==> src/rtl/param_cpu_pkg.sv <==
// Shared opcode/state encodings and instruction field positions for param_cpu.
package param_cpu_pkg;

  typedef enum logic [4:0] {
    OP_ADD  = 5'b01000,
    OP_OR   = 5'b01001,
    OP_AND  = 5'b01010,
    OP_XOR  = 5'b01011,
    OP_INC  = 5'b01100,
    OP_NOT  = 5'b01101,
    OP_ROR  = 5'b01110,
    OP_ROL  = 5'b01111,
    OP_JNC  = 5'b10000,
    OP_JZ   = 5'b10001,
    OP_JMP  = 5'b10010,
    OP_CALL = 5'b10011,
    OP_MVI  = 5'b10100,
    OP_RET  = 5'b10101,
    OP_IN   = 5'b10110,
    OP_HLT  = 5'b11111
  } opcode_e;

  typedef enum logic [1:0] {
    ST_FETCH = 2'd0,
    ST_EXEC  = 2'd1,
    ST_HALT  = 2'd2
  } state_e;

  localparam int OP_LSB  = 3;
  localparam int OP_MSB  = 7;
  localparam int SSS_LSB = 0;
  localparam int SSS_MSB = 2;
  localparam int IMM_LSB = 8;
  localparam int IMM_MSB = 15;

  function automatic logic [7:0] rev8(input logic [7:0] v);
    for (int k = 0; k < 8; k++) rev8[k] = v[7-k];
  endfunction

endpackage

==> src/rtl/param_cpu_stack.sv <==
// Return-address LIFO for param_cpu; push and pop are never asserted together.
module param_cpu_stack #(
  parameter int DEPTH = 4,
  parameter int W     = 11
) (
  input  logic         clk,
  input  logic         rst_n,
  input  logic         push,
  input  logic         pop,
  input  logic [W-1:0] din,
  output logic         full,
  output logic         empty,
  output logic [W-1:0] top
);
  localparam int SP_W = $clog2(DEPTH + 1);

  logic [SP_W-1:0] sp_q, sp_d;
  // Storage rounded up to a power of two so the pointer indexes it directly.
  logic [W-1:0]    mem [1 << SP_W];

  assign full  = (sp_q == SP_W'(DEPTH));
  assign empty = (sp_q == '0);
  assign top   = mem[sp_q - SP_W'(1)];

  always_comb begin
    sp_d = sp_q;
    if (push && !full)       sp_d = sp_q + SP_W'(1);
    else if (pop && !empty)  sp_d = sp_q - SP_W'(1);
  end

  always_ff @(posedge clk or negedge rst_n) begin
    if (!rst_n) sp_q <= '0;
    else        sp_q <= sp_d;
  end

  always_ff @(posedge clk) begin
    if (push && !full) mem[sp_q] <= din;
  end

endmodule

==> src/rtl/param_cpu.sv <==
// Two-cycle FETCH/EXEC CPU with LED matrix scan output.
// Define PARAM_CPU_CALL_STACK_EN to build the return stack with CALL/RET.
module param_cpu
  import param_cpu_pkg::*;
#(
  parameter int DATA_W      = 8,
  parameter int NREGS       = 8,
  parameter int PC_W        = 11,
  parameter int STACK_DEPTH = 4,
  parameter int SCAN_LSB    = 13
) (
  input  logic            clk,
  input  logic            rst_n,
  input  logic [7:0]      btn,
  input  logic [23:0]     counter,
  input  logic [15:0]     dout,
  output logic [PC_W-1:0] pc_out,
  output logic [3:0]      led,
  output logic [7:0]      row,
  output logic [7:0]      col
);
  localparam int RA_W = $clog2(NREGS);

  logic [DATA_W-1:0] regs_q [NREGS];
  state_e            state_q, state_d;
  logic [PC_W-1:0]   pc_q, pc_d, pc_inc, target;
  logic              c_q, c_d, z_q, z_d, stk_err_q, stk_err_d;
  logic              wr_en;
  logic [2:0]        wr_addr;
  logic [DATA_W-1:0] wr_data, rs, r0, res;
  logic [DATA_W:0]   alu_sum;
  logic [4:0]        op_raw;
  opcode_e           op;
  logic [2:0]        sss;
  logic [7:0]        imm;
  logic [10:0]       target_full;
  logic [15:0]       imm16, btn16, scan16;
  logic [2:0]        scan_idx;
  logic              unused_bits;

  assign op_raw      = dout[OP_MSB:OP_LSB];
  assign op          = opcode_e'(op_raw);
  assign sss         = dout[SSS_MSB:SSS_LSB];
  assign imm         = dout[IMM_MSB:IMM_LSB];
  assign target_full = {imm, sss};
  assign target      = target_full[PC_W-1:0];
  assign imm16       = {8'h00, imm};
  assign btn16       = {8'h00, btn};
  assign rs          = regs_q[RA_W'(sss)];
  assign r0          = regs_q[0];
  assign pc_inc      = pc_q + PC_W'(1);
  assign alu_sum     = {1'b0, r0} + {1'b0, rs};

`ifdef PARAM_CPU_CALL_STACK_EN
  logic            push, pop, stk_full, stk_empty;
  logic [PC_W-1:0] stk_top;

  param_cpu_stack #(.DEPTH(STACK_DEPTH), .W(PC_W)) u_stack (
    .clk   (clk),
    .rst_n (rst_n),
    .push  (push),
    .pop   (pop),
    .din   (pc_inc),
    .full  (stk_full),
    .empty (stk_empty),
    .top   (stk_top)
  );
`endif

  always_comb begin
    state_d   = state_q;
    pc_d      = pc_q;
    c_d       = c_q;
    z_d       = z_q;
    stk_err_d = stk_err_q;
    wr_en     = 1'b0;
    wr_addr   = '0;
    wr_data   = '0;
    res       = '0;
`ifdef PARAM_CPU_CALL_STACK_EN
    push      = 1'b0;
    pop       = 1'b0;
`endif
    case (state_q)
      ST_FETCH: state_d = ST_EXEC;
      ST_EXEC: begin
        state_d = ST_FETCH;
        pc_d    = pc_inc;
        if (op_raw[4:3] == 2'b00) begin
          wr_en   = 1'b1;
          wr_addr = op_raw[2:0];
          wr_data = rs;
        end else begin
          case (op)
            OP_ADD: begin res = alu_sum[DATA_W-1:0]; c_d = alu_sum[DATA_W]; end
            OP_OR:  begin res = r0 | rs; c_d = 1'b0; end
            OP_AND: begin res = r0 & rs; c_d = 1'b0; end
            OP_XOR: begin res = r0 ^ rs; c_d = 1'b0; end
            OP_INC: begin res = rs + DATA_W'(1); c_d = (res == '0); end
            OP_NOT: res = ~rs;
            OP_ROR: res = {rs[0], rs[DATA_W-1:1]};
            OP_ROL: res = {rs[DATA_W-2:0], rs[DATA_W-1]};
            OP_JNC: begin
              if (!c_q) pc_d = target;
              c_d = 1'b0;
            end
            OP_JZ:  if (z_q) pc_d = target;
            OP_JMP: pc_d = target;
`ifdef PARAM_CPU_CALL_STACK_EN
            OP_CALL: begin
              pc_d = target;
              if (stk_full) stk_err_d = 1'b1;
              else          push      = 1'b1;
            end
            OP_RET: begin
              if (stk_empty) stk_err_d = 1'b1;
              else begin
                pop  = 1'b1;
                pc_d = stk_top;
              end
            end
`endif
            OP_MVI: begin wr_en = 1'b1; wr_addr = sss; wr_data = imm16[DATA_W-1:0]; end
            OP_IN:  begin wr_en = 1'b1; wr_addr = sss; wr_data = btn16[DATA_W-1:0]; end
            OP_HLT: begin pc_d = pc_q; state_d = ST_HALT; end
            default: ;
          endcase
          // Every ALU op (01xxx) writes its result and refreshes Z.
          if (op_raw[4:3] == 2'b01) begin
            wr_en   = 1'b1;
            wr_addr = op_raw[2] ? sss : 3'd0;
            wr_data = res;
            z_d     = (res == '0);
          end
        end
      end
      default: ;
    endcase
  end

  always_ff @(posedge clk or negedge rst_n) begin
    if (!rst_n) begin
      state_q   <= ST_FETCH;
      pc_q      <= '0;
      c_q       <= 1'b0;
      z_q       <= 1'b0;
      stk_err_q <= 1'b0;
    end else begin
      state_q   <= state_d;
      pc_q      <= pc_d;
      c_q       <= c_d;
      z_q       <= z_d;
      stk_err_q <= stk_err_d;
    end
  end

  always_ff @(posedge clk or negedge rst_n) begin
    if (!rst_n) begin
      for (int k = 0; k < NREGS; k++) regs_q[k] <= '0;
    end else if (wr_en) begin
      regs_q[RA_W'(wr_addr)] <= wr_data;
    end
  end

  // Display scan runs in every state, including HALT.
  assign scan_idx = counter[SCAN_LSB+2:SCAN_LSB];
  assign scan16   = 16'(regs_q[RA_W'(scan_idx)]);
  assign row      = rev8(scan16[7:0]);
  assign col      = ~(8'h80 >> scan_idx);
  assign pc_out   = pc_q;
  assign led      = ~{(state_q == ST_HALT), stk_err_q, z_q, c_q};

  assign unused_bits = ^{counter, scan16, imm16, btn16, target_full};

endmodule
==> config.mk <==
export PLATFORM = sky130hd
export DESIGN_NAME = param_cpu
export DESIGN_NICKNAME = d
export VERILOG_FILES = /design/src/rtl/param_cpu_pkg.sv /design/src/rtl/param_cpu_stack.sv /design/src/rtl/param_cpu.sv
export SDC_FILE = /design/constraint.sdc
export NUM_CORES = 1
export LEC_CHECK = 0
export CAP_MARGIN = 0
export CORE_ASPECT_RATIO = 1.25
export CORE_MARGIN = 1
export CORE_UTILIZATION = 38
export CTS_CLUSTER_SIZE = 24
export DETAILED_ROUTE_END_ITERATION = 12
export PLACE_DENSITY = 0.66
export SYNTH_ARGS = -nofsm -noshare
export SYNTH_HDL_FRONTEND = slang
export SYNTH_SLANG_ARGS = --single-unit
==> constraint.sdc <==
create_clock -name clk -period 4.2 [get_ports clk]
set_clock_uncertainty 0.2 [all_clocks]
set_input_delay 0.63 -clock clk [delete_from_list [all_inputs] [get_ports clk]]
set_output_delay 0.63 -clock clk [all_outputs]
set_load 0.01 [all_outputs]
==> impl_summary.txt, run 1 <==
----------------------------------------------------
[Global route]
  Maximum number of pins on one net before global-route repair ... 80
  Global-route wire length before repair ... 26.97 mm
  Sum of overflow across all layers after global routing ... 0
  Gr usage total ... 0.2191
  Vias in the first global route ... 5,187
  Number of antenna violations at the first check in global routing ... 0

[Clock tree]
  Count of H-tree levels built during CTS ... 3
  Clock buffer count from CTS ... 9
  Clock latency on the worst-skew pair ... 0.35 ns
  Clock tree from TritonCTS ... yes
  Clock transition at the registers of the reported paths ... 0.06 ns
  Buffer depth of the longest clock path ... 2
  Post-CTS Hold Fix Bufs ... 0
  CTS Root Buffer Type ... sky130_fd_sc_hd__clkbuf_16
  Clock tree sinks ... 79

[Route]
  Met2 WL post-DR ... 9.015 mm
  Number of detailed-route iterations in the first pass ... 5
  Total number of vias ... 5,039
  Vias per cell ... 5.694
  Drt first-iter violations ... 298
  Routed length on met3 ... 594 um
  Antenna Nets Post-Route ... 0
  Post-route met1 wirelength ... 6.988 mm
  Per-cell routed wire length ... 19.31 um
  Aggregate routed wire length ... 17.09 mm
  Highest Signal Layer ... met4
  Number of remaining DRC errors ... 0

[Setup path]
  Cell Chain, Critical Path ... clkdlybuf4s50_1 -> buf_4 -> nand2_1 -> o22ai_4 -> nor2b_2 -> ha_2 -> fa_2 -> a21o_1 -> a21o_1 -> xnor2_1 -> o21ai_1 -> and3_1 -> a211oi_2 -> o311ai_1 -> buf_4 -> mux2_2
  Maximum single-stage delay on the critical path ... 0.46 ns
  Crit Path Max Fanout ... 11
  Worst setup EP type ... flip-flop
  Kind of start point of the critical path ... primary input
  Highest-delay cell along the critical path ... sky130_fd_sc_hd__clkdlybuf4s50_1
  Worst EP arrival ... 4.00 ns
  Crit Path Category ... primary input to flip-flop
  Required arrival time at the worst endpoint ... 4.23 ns

[Final layout]
  Area added between synthesis and finish ... 28.14%
  Area of the multi-input gates ... 3736 um^2
  Proportion of layout cells with a drive suffix above 1 ... 0.3353
  Register cell area after layout ... 1977 um^2
  Fillers ... 1,405
  Net count, final ... 743
  Design area ... 7538 um^2
  Antenna Cells ... 0

[Power]
  Cell internal power dissipation ... 2.150 mW
  Switching share of power ... 0.3520
  Sw power ... 1.168 mW
  Maximum vdd ir drop ... 189.1 uV
  Pleak ... 3.388 nW
  Combinational fraction of design power ... 0.405
  Clk pwr share ... 0.255
  Sequential fraction of design power ... 0.340
  Power per cell area ... 440.0 nW/um^2

[STA]
  Max-slew violation total from the final report ... 0
  Finish-stage setup viols ... 0
  Slew headroom ... 0.3170
  Sum Neg Setup Slack ... 0 ns
  Unrepaired setup endpoints after global routing ... no
  Pin slew with the least headroom to its limit ... 1.025 ns
  Worst slack on hold paths ... 0.2594 ns
  Timing-limited maximum frequency ... 251.9 MHz
  Fin. Hold Viols ... 0
  Share of the cycle needed by the critical path after routing ... 0.9451
  Post-route minimum period ... 3.969 ns

[Logic synthesis]
  Register bit total from synthesis ... 79
  Most area-consuming cells after synthesis ... sky130_fd_sc_hd__dfrtp_1 34%, sky130_fd_sc_hd__mux2_2 17%, sky130_fd_sc_hd__mux4_2 9.2%, sky130_fd_sc_hd__ha_1 4.3%, sky130_fd_sc_hd__mux2i_1 3.1%
  Top cell type by total area after synthesis ... sky130_fd_sc_hd__dfrtp_1
  Top FF cell, synth ... sky130_fd_sc_hd__dfrtp_1
  Fraction of synthesis flops using an asynchronous set or reset pin ... 1.000
  Top-area cell type share of the netlist area ... 0.3360
  List of most frequent post-synthesis cells ... 87 x sky130_fd_sc_hd__mux2_2, 79 x sky130_fd_sc_hd__dfrtp_1, 38 x sky130_fd_sc_hd__nand2_1
  Number of flops mapped to enable cells by yosys ... 0
  Warnings from Yosys ... 0
  Post-Syn Instances ... 567
  Sequential fraction of the synthesis area ... 0.3360
  Average size of a mapped cell ... 10.38 um^2
  Number of distinct standard cells referenced by the synthesized netlist ... 62
  Post-Synthesis Net Count ... 638
  Synthesized cell area ... 5883 um^2
  Library cell with the highest instance count after synthesis ... sky130_fd_sc_hd__mux2_2

[Die]
  Top-level port count ... 81
  Die Span Y ... 141.1 um
  Die span in x ... 113.3 um
  Starting density of the core ... 0.3902
  Number of rows in the core area ... 50
  Area of the core ... 15,080 um^2
  Die area ... 15,990 um^2

[Flow run]
  Max_cap viols ... 0

[Placed design]
  Count of input and output buffers ... 58
  Final RePlAce weighted congestion ... 0.9187
  Post-Place Cell Area ... 7078 um^2
  Half-perimeter wire length after detailed placement ... 12.49 mm

[Worst hold path]
  Type of the most critical hold path ... primary input to async pin

[Run status]
  Result of the run ... complete, no violations

----------------------------------------------------
## cell type report
type	instances	share of cell area
clock buffer	11	0.03353
clock inverter	5	0.008299
inverter	27	0.01344
multi-input combinational	427	0.4956
sequential	79	0.2622
tap	208	0.03452
timing repair buffer	128	0.1524
## timing repair
action                                  in CTS  in global routing
gates resized for setup                      5                 27
buffers inserted                             0                  3
pin swaps                                    1                 12
endpoints found under the setup margin      41                 49
## critical path: cells and delay by family
kind	cells	cell delay, ns
AND/OR/NAND/NOR	3	0.40
multiplexers	1	0.26
adder cells (fa/ha/maj)	2	0.56
buffers and inverters	3	0.85
XOR/XNOR	1	0.18
AO/OA/AOI/OAI	6	1.13
## cells by family after synthesis
family,synth area share
AOI/OAI and AO/OA,0.1314
xor gates and xnor gates,0.01787
adders and majority gates,0.04594
buffers and inverters,0.04636
DFF,0.3360
muxes,0.3007
other,0.0006374
and+or+nand+nor,0.1210
## power by group through the flow
stage	registers (mW)	logic [mW]	clock network (mW)
4_1_cts	1.12	1.32	0.851
5_1_grt	1.15	1.47	0.883
6_report	1.13	1.34	0.846
2_1_floorplan	1.10	0.793	0
3_3_place_gp	1.12	1.27	0
3_5_place_dp	1.14	1.30	0
## metal layers
metal	up-vias	track usage
li1	2313	-
met1	2541	0.2601
met2	152	0.3959
met3	33	0.02537
met4	0	0.09695
met5	-	0
## metrics by stage
step | utilization | worst slack (ns) | std cells | power, mW
after global routing | 0.5000 | 0.1090 | 885 | 3.505
final | 0.5000 | 0.2307 | 885 | 3.317
after floorplan | - | 0.2268 | 567 | 1.897
after detailed placement | 0.4695 | -0.5212 | 866 | 2.439
after global placement | 0.4695 | -0.4413 | 866 | 2.391
after CTS | 0.4923 | 0.01360 | 882 | 3.292
## final timing paths
path	start	to	slack [ns]	depth (start not counted)
worst min-delay path	rst_n	regs_q[26]	0.26	1
max in group asynchronous	rst_n	regs_q[43]	2.89	1
worst max register to register	r0[1]	regs_q[44]	0.54	13
worst min register to register	z_q	z_q	0.32	2
min in group clk	z_q	z_q	0.32	2
worst max-delay path	dout[2]	regs_q[44]	0.23	16
## state kept, by name, indices dropped and copies added (netlist names)
name     cells
c_q          1
pc_out      11
r0           8
regs_q      56
state_q      2
z_q          1
## cells in the final DEF (no fill, tap or decap), types with 19 or more instances in the layout
cell / n
sky130_fd_sc_hd__a21oi_1: 26
sky130_fd_sc_hd__buf_4: 66
sky130_fd_sc_hd__clkdlybuf4s50_1: 55
sky130_fd_sc_hd__dfrtp_1: 79
sky130_fd_sc_hd__ha_1: 19
sky130_fd_sc_hd__inv_1: 25
sky130_fd_sc_hd__mux2_2: 84
sky130_fd_sc_hd__mux4_2: 24
sky130_fd_sc_hd__nand2_1: 37
sky130_fd_sc_hd__nand3_1: 19
sky130_fd_sc_hd__nor2_1: 27
sky130_fd_sc_hd__o21ai_0: 20
Power figures use the tool's default switching activity.
==> run 2, diff against run 1 <==
Settings changed: CTS_CLUSTER_DIAMETER set to 80, PLACE_DENSITY 0.66 to 0.6.
==> impl_summary.txt, run 2 (synthesized netlist as in run 1, its figures left out) <==
----------------------------------------------------
[Route]
  Number of remaining DRC errors ... 0 (unchanged)
  Vias per cell ... 5.644 (-0.87%)
  Antenna Nets Post-Route ... 0 (unchanged)
  Number of detailed-route iterations in the first pass ... 5 (unchanged)
  Aggregate routed wire length ... 17.40 mm (+1.8%)
  Per-cell routed wire length ... 19.60 um (+1.5%)
  Total number of vias ... 5,012 (-0.54%)
  Drt first-iter violations ... 318 (+6.7%)

[Setup path]
  Required arrival time at the worst endpoint ... 4.22 ns (about the same)
  Kind of start point of the critical path ... primary input
  Crit Path Category ... primary input to flip-flop
  Highest-delay cell along the critical path ... sky130_fd_sc_hd__mux4_2
  Crit Path Max Fanout ... 8 (-3)
  Top Family by Delay on Critical Path ... multiplexers
  Crit path buffers/inverters ... 5 (+2)
  Maximum single-stage delay on the critical path ... 0.51 ns (+0.05 ns)
  Worst setup EP type ... flip-flop
  Cell Chain, Critical Path ... clkdlybuf4s50_1 -> buf_6 -> mux4_2 -> mux2i_1 -> inv_1 -> buf_4 -> ha_1 -> a21oi_2 -> nand2_2 -> xor2_1 -> mux4_2 -> a211oi_4 -> a31oi_2 -> buf_4 -> mux2_2
  Worst EP arrival ... 4.14 ns (+0.14 ns)

[Final layout]
  Commonest cells after routing, fill and taps aside ... 87 x sky130_fd_sc_hd__mux2_2, 79 x sky130_fd_sc_hd__dfrtp_1, 69 x sky130_fd_sc_hd__buf_4
  Proportion of layout cells with a drive suffix above 1 ... 0.3324 (-0.002950)
  Register with the most flip-flops ... regs_q
  Max reg flops ... 56 (unchanged)
  Area added between synthesis and finish ... 27.73%
  Net count, final ... 746 (+0.40%)
  Number of non-filler instances in the completed layout ... 888 (+0.34%)
  Most frequent standard cell in the layout excluding fill and tap cells ... sky130_fd_sc_hd__mux2_2
  Antenna Cells ... 0 (unchanged)
  Fillers ... 1,395 (-0.71%)

[Global route]
  Maximum number of pins on one net before global-route repair ... 80 (unchanged)
  Sum of overflow across all layers after global routing ... 0 (unchanged)
  Gr usage total ... 0.2307 (+0.01159)
  Number of antenna violations at the first check in global routing ... 0 (unchanged)
  Global-route wire length before repair ... 28.08 mm (+4.1%)
  Vias in the first global route ... 5,161 (-0.50%)

[Worst hold path]
  Type of the most critical hold path ... primary input to async pin

[Die]
  Top-level port count ... 81 (unchanged)
  Starting density of the core ... 0.3902 (unchanged)
  Die area ... 15,990 um^2 (unchanged)
  Area of the core ... 15,080 um^2 (unchanged)
  Number of rows in the core area ... 50 (unchanged)
  Die Span Y ... 141.1 um (unchanged)
  Die span in x ... 113.3 um (unchanged)

[STA]
  Post-route minimum period ... 4.116 ns (+0.1464 ns)
  Slew headroom ... 0.2919 (-0.02509)
  Pin slew with the least headroom to its limit ... 1.062 ns (+0.03763 ns)
  Finish-stage setup viols ... 0 (unchanged)
  Max-slew violation total from the final report ... 0 (unchanged)
  Share of the cycle needed by the critical path after routing ... 0.9799 (+0.03485)
  Timing-limited maximum frequency ... 243.0 MHz (-3.6%)
  Fin. Hold Viols ... 0 (unchanged)
  Setup WS post-layout ... 0.08437 ns (-0.1464 ns)

[Power]
  Maximum vdd ir drop ... 214.2 uV (+13%)
  Pleak ... 3.378 nW (-0.30%)
  Power per cell area ... 431.6 nW/um^2 (-1.9%)
  Sum of internal, switching and leakage power ... 3.243 mW (-2.2%)

[Clock tree]
  Clock latency on the worst-skew pair ... 0.35 ns (about the same)
  Clock buffer count from CTS ... 9 (unchanged)
  Clock tree sinks ... 79 (unchanged)
  Count of H-tree levels built during CTS ... 3 (unchanged)
  Clock transition at the registers of the reported paths ... 0.06 ns (about the same)
  Clock tree from TritonCTS ... yes
  CTS Root Buffer Type ... sky130_fd_sc_hd__clkbuf_16
  Buffer depth of the longest clock path ... 2 (unchanged)

[Placed design]
  Half-perimeter wire length after detailed placement ... 13.09 mm (+4.8%)
  Cell count after placement ... 870 (+0.46%)
  Pre-CTS setup slack ... -0.5000 ns (+0.02118 ns)
  Final RePlAce weighted congestion ... 0.9287 (+1.1%)
  Count of input and output buffers ... 58 (unchanged)

[Run status]
  Result of the run ... complete, no violations

[Flow run]
  Max_cap viols ... 0 (unchanged)

----------------------------------------------------
[run 2: cell count changes in the layout (fill, tap and decap cells not counted), moves of 2 or more]
| cell | delta |
|---|---|
| sky130_fd_sc_hd__o21ai_1 | -2 |
| sky130_fd_sc_hd__buf_12 | +2 |
| sky130_fd_sc_hd__mux2_2 | +3 |
| sky130_fd_sc_hd__a22oi_2 | +2 |
| sky130_fd_sc_hd__buf_4 | +3 |
| sky130_fd_sc_hd__mux2_4 | -3 |
| sky130_fd_sc_hd__mux2i_2 | -2 |
| sky130_fd_sc_hd__nand3_2 | -2 |
| sky130_fd_sc_hd__clkdlybuf4s50_1 | +2 |
| sky130_fd_sc_hd__dlymetal6s2s_1 | -2 |
| sky130_fd_sc_hd__a22oi_1 | -2 |
| sky130_fd_sc_hd__o21ai_0 | +2 |
| sky130_fd_sc_hd__clkbuf_1 | +2 |
| sky130_fd_sc_hd__nand3_1 | +2 |
[run 2: cell type report]
cell class                 instances  area [um^2]  share of cell area
clock buffer                      12        246.5             0.03280
clock inverter                     4        30.03            0.003996
inverter                          27        105.1             0.01399
multi-input combinational        427         3716              0.4945
sequential                        79         1977              0.2631
tap                              208        260.3             0.03463
timing repair buffer             131         1180              0.1570
[run 2: per-stage QoR]
| step | cell area [um^2] | utilization | hold slack, ns | setup TNS [ns] |
|---|---|---|---|---|
| 5_1_grt | 7515 | 0.4984 | 0.3391 | -0.07415 |
| 3_5_place_dp | 7133 | 0.4731 | 0.3055 | -15.30 |
| 2_1_floorplan | 5883 | - | 0.1344 | 0 |
| 6_report | 7515 | 0.4984 | 0.2391 | 0 |
| 3_3_place_gp | 7133 | 0.4731 | 0.2957 | -14.44 |
| 4_1_cts | 7423 | 0.4924 | 0.2734 | 0 |
[run 2: power by group]
part / leakage [nW] / switching [mW] / internal [mW]
combinational: 2.19 / 0.641 / 0.718
clock: 0.133 / 0.341 / 0.420
sequential: 1.05 / 0.180 / 0.943
total: 3.38 / 1.16 / 2.08
[run 2: timing repair]
item | 4_1_cts | 5_1_grt
gates resized for setup | 2 | 17
setup endpoints to repair | 8 | 44
buffers inserted | 0 | 2
hold buffers | 0 | 0
pin swaps | 0 | 7
cloned | 0 | 0
hold endpoints to repair | 0 | 0
[run 2: metal layers]
layer | vias up | wire [um] | GRT usage
met1 | 2516 | 7337 | 0.2796
met5 | - | 0 | 0
met4 | 0 | 550 | 0.1004
li1 | 2324 | - | -
met3 | 37 | 674 | 0.03654
met2 | 135 | 8840 | 0.4036
[run 2: worst paths after layout]
check	startpoint	end	slack (ns)	depth (start not counted)
max	dout[0]	regs_q[43]	0.08	15
min	rst_n	r0[7]	0.24	1
max reg2reg	r0[1]	regs_q[43]	0.54	13
min reg2reg	z_q	z_q	0.32	2
max in group asynchronous	rst_n	z_q	2.84	1
min in group clk	z_q	z_q	0.32	2
[run 2: worst register-to-register path, stage by stage, from the launching register on]
cell,delay [ns]
sky130_fd_sc_hd__dfrtp_1,0.47
sky130_fd_sc_hd__mux4_2,0.48
sky130_fd_sc_hd__mux2i_1,0.21
sky130_fd_sc_hd__inv_1,0.12
sky130_fd_sc_hd__buf_4,0.15
sky130_fd_sc_hd__ha_1,0.20
sky130_fd_sc_hd__a21oi_2,0.14
sky130_fd_sc_hd__nand2_2,0.08
sky130_fd_sc_hd__xor2_1,0.14
sky130_fd_sc_hd__mux4_2,0.48
sky130_fd_sc_hd__a211oi_4,0.26
sky130_fd_sc_hd__a31oi_2,0.14
sky130_fd_sc_hd__buf_4,0.20
sky130_fd_sc_hd__mux2_2,0.27
==> run 3, diff against run 2 <==
Settings changed: CORE_MARGIN 1 to 5.
==> impl_summary.txt, run 3 (synthesized netlist as in run 1, its figures left out) <==
----------------------------------------------------
[Route]
  Drt first-iter violations ... 367 (+15%)
  Number of detailed-route iterations in the first pass ... 5 (unchanged)
  Antenna Nets Post-Route ... 0 (unchanged)
  Total number of vias ... 4,982 (-0.60%)
  Aggregate routed wire length ... 17.74 mm (+1.9%)
  Vias per cell ... 5.636 (-0.15%)
  Per-cell routed wire length ... 20.07 um (+2.4%)
  Number of remaining DRC errors ... 0 (unchanged)

[Run status]
  Result of the run ... complete, no violations

[Die]
  Starting density of the core ... 0.3902 (unchanged)
  Die area ... 18,090 um^2 (+13%)
  Die span in x ... 121.3 um (+7.1%)
  Die Span Y ... 149.1 um (+5.7%)
  Area of the core ... 15,080 um^2 (unchanged)
  Top-level port count ... 81 (unchanged)
  Number of rows in the core area ... 50 (unchanged)

[Global route]
  Sum of overflow across all layers after global routing ... 0 (unchanged)
  Gr usage total ... 0.2019 (-0.02875)
  Vias in the first global route ... 5,207 (+0.89%)
  Global-route wire length before repair ... 28.77 mm (+2.5%)
  Number of antenna violations at the first check in global routing ... 0 (unchanged)
  Maximum number of pins on one net before global-route repair ... 80 (unchanged)

[Power]
  Sum of internal, switching and leakage power ... 3.340 mW (+3.0%)
  Pleak ... 3.368 nW (-0.31%)
  Power per cell area ... 448.9 nW/um^2 (+4.0%)
  Maximum vdd ir drop ... 181.1 uV (-15%)

[Final layout]
  Design area ... 7442 um^2 (-0.97%)
  Max reg flops ... 56 (unchanged)
  Most frequent standard cell in the layout excluding fill and tap cells ... sky130_fd_sc_hd__mux2_2
  Final core utilization ... 0.4936 (-0.004813)
  Register with the most flip-flops ... regs_q
  Net count, final ... 742 (-0.54%)
  Antenna Cells ... 0 (unchanged)
  Fillers ... 1,384 (-0.79%)
  Proportion of layout cells with a drive suffix above 1 ... 0.3195 (-0.01283)
  Commonest cells after routing, fill and taps aside ... 87 x sky130_fd_sc_hd__mux2_2, 79 x sky130_fd_sc_hd__dfrtp_1, 68 x sky130_fd_sc_hd__buf_4
  Area added between synthesis and finish ... 26.50%

[Placed design]
  Count of input and output buffers ... 58 (unchanged)
  Post-Place Cell Area ... 7093 um^2 (-0.56%)
  Half-perimeter wire length after detailed placement ... 13.25 mm (+1.2%)
  Final RePlAce weighted congestion ... 0.9319 (+0.34%)

[Setup path]
  Kind of start point of the critical path ... primary input
  Crit Path Category ... primary input to flip-flop
  Worst EP arrival ... 4.10 ns (-0.04 ns)
  Crit Path Max Fanout ... 8 (unchanged)
  Startpoint of the most critical setup path ... dout[2]
  Required arrival time at the worst endpoint ... 4.23 ns (about the same)
  Worst setup EP type ... flip-flop
  Worst reg2reg startpoint ... r0[1]

[STA]
  Slew headroom ... 0.3011 (+0.009165)
  Max-slew violation total from the final report ... 0 (unchanged)
  Worst slack on hold paths ... 0.2612 ns (+0.02210 ns)
  Pin slew with the least headroom to its limit ... 1.048 ns (-0.01375 ns)
  Fin. Hold Viols ... 0 (unchanged)
  Timing-limited maximum frequency ... 245.9 MHz (+1.2%)
  Share of the cycle needed by the critical path after routing ... 0.9682 (-0.01169)
  Unrepaired setup endpoints after global routing ... no
  Post-route minimum period ... 4.067 ns (-0.04910 ns)
  Finish-stage setup viols ... 0 (unchanged)

[Clock tree]
  Post CTS Setup Buffer Count ... 0 (unchanged)
  Clock transition at the registers of the reported paths ... 0.07 ns (about the same)
  Clock buffer count from CTS ... 9 (unchanged)
  Buffer depth of the longest clock path ... 2 (unchanged)
  Count of H-tree levels built during CTS ... 3 (unchanged)
  CTS Root Buffer Type ... sky130_fd_sc_hd__clkbuf_16
  Post-CTS Hold Fix Bufs ... 0 (unchanged)
  Clock tree from TritonCTS ... yes
  Clock tree sinks ... 79 (unchanged)
  Clock latency on the worst-skew pair ... 0.35 ns (about the same)

[Flow run]
  Max_cap viols ... 0 (unchanged)

[Worst hold path]
  Type of the most critical hold path ... primary input to async pin

----------------------------------------------------
-- run 3: metrics by stage --
stage | TNS (ns) | std cells | setup WS (ns)
after global placement | -18.71 | 868 | -0.4784
after detailed placement | -21.35 | 868 | -0.5144
after floorplan | 0 | 567 | 0.2268
after global routing | 0 | 884 | 0.003776
after CTS | 0 | 884 | 0.09445
final | 0 | 884 | 0.1335
-- run 3: path summary, 6_finish.rpt --
path / endpoint / slack [ns] / depth (start not counted)
hold reg to reg: state_q[1] / 0.32 / 1
setup reg to reg: regs_q[54] / 0.51 / 13
setup / recovery: regs_q[54] / 0.13 / 15
max in group asynchronous: regs_q[54] / 2.85 / 1
min in group clk: state_q[1] / 0.32 / 1
hold / removal: regs_q[23] / 0.26 / 1
-- run 3: what timing repair did --
item | in CTS | in global routing
cloned | 0 | 0
setup endpoints to repair | 37 | 33
pin swaps | 0 | 2
gates resized for setup | 4 | 8
-- run 3: layout make-up --
cell class	count	area [um^2]	area share
sequential	79	1977	0.2656
multi-input combinational	427	3676	0.4939
inverter	27	101.3	0.01362
timing repair buffer	127	1115	0.1498
clock inverter	7	87.58	0.01177
clock buffer	9	225.2	0.03026
tap	208	260.3	0.03497
-- run 3: where the power goes --
| part | internal [mW] | leakage (nW) | switching [mW] | total [mW] |
|---|---|---|---|---|
| logic | 0.714 | 2.16 | 0.655 | 1.37 |
| clock network | 0.477 | 0.155 | 0.376 | 0.853 |
| registers | 0.943 | 1.05 | 0.175 | 1.12 |
| total | 2.13 | 3.37 | 1.21 | 3.34 |
-- run 3: routing by layer --
metal	vias to the layer above	global-route usage	share of wire
li1	2318	-	-
met1	2479	0.2611	0.43
met2	153	0.3430	0.49
met3	32	0.03263	0.046
met4	0	0.06839	0.029
met5	-	0	0
-- run 3: worst max-delay path, cell delays in order --
cell and delay (ns):
sky130_fd_sc_hd__clkdlybuf4s50_1 0.50, sky130_fd_sc_hd__buf_4 0.17, sky130_fd_sc_hd__mux4_2 0.31, sky130_fd_sc_hd__mux2i_2 0.22, sky130_fd_sc_hd__inv_1 0.11, sky130_fd_sc_hd__fa_1 0.44
sky130_fd_sc_hd__a21o_1 0.19, sky130_fd_sc_hd__a21o_1 0.20, sky130_fd_sc_hd__a21o_1 0.18, sky130_fd_sc_hd__a21oi_1 0.22, sky130_fd_sc_hd__xnor2_1 0.14, sky130_fd_sc_hd__a21oi_1 0.21
sky130_fd_sc_hd__nand3_1 0.14, sky130_fd_sc_hd__buf_4 0.19, sky130_fd_sc_hd__mux2_2 0.26
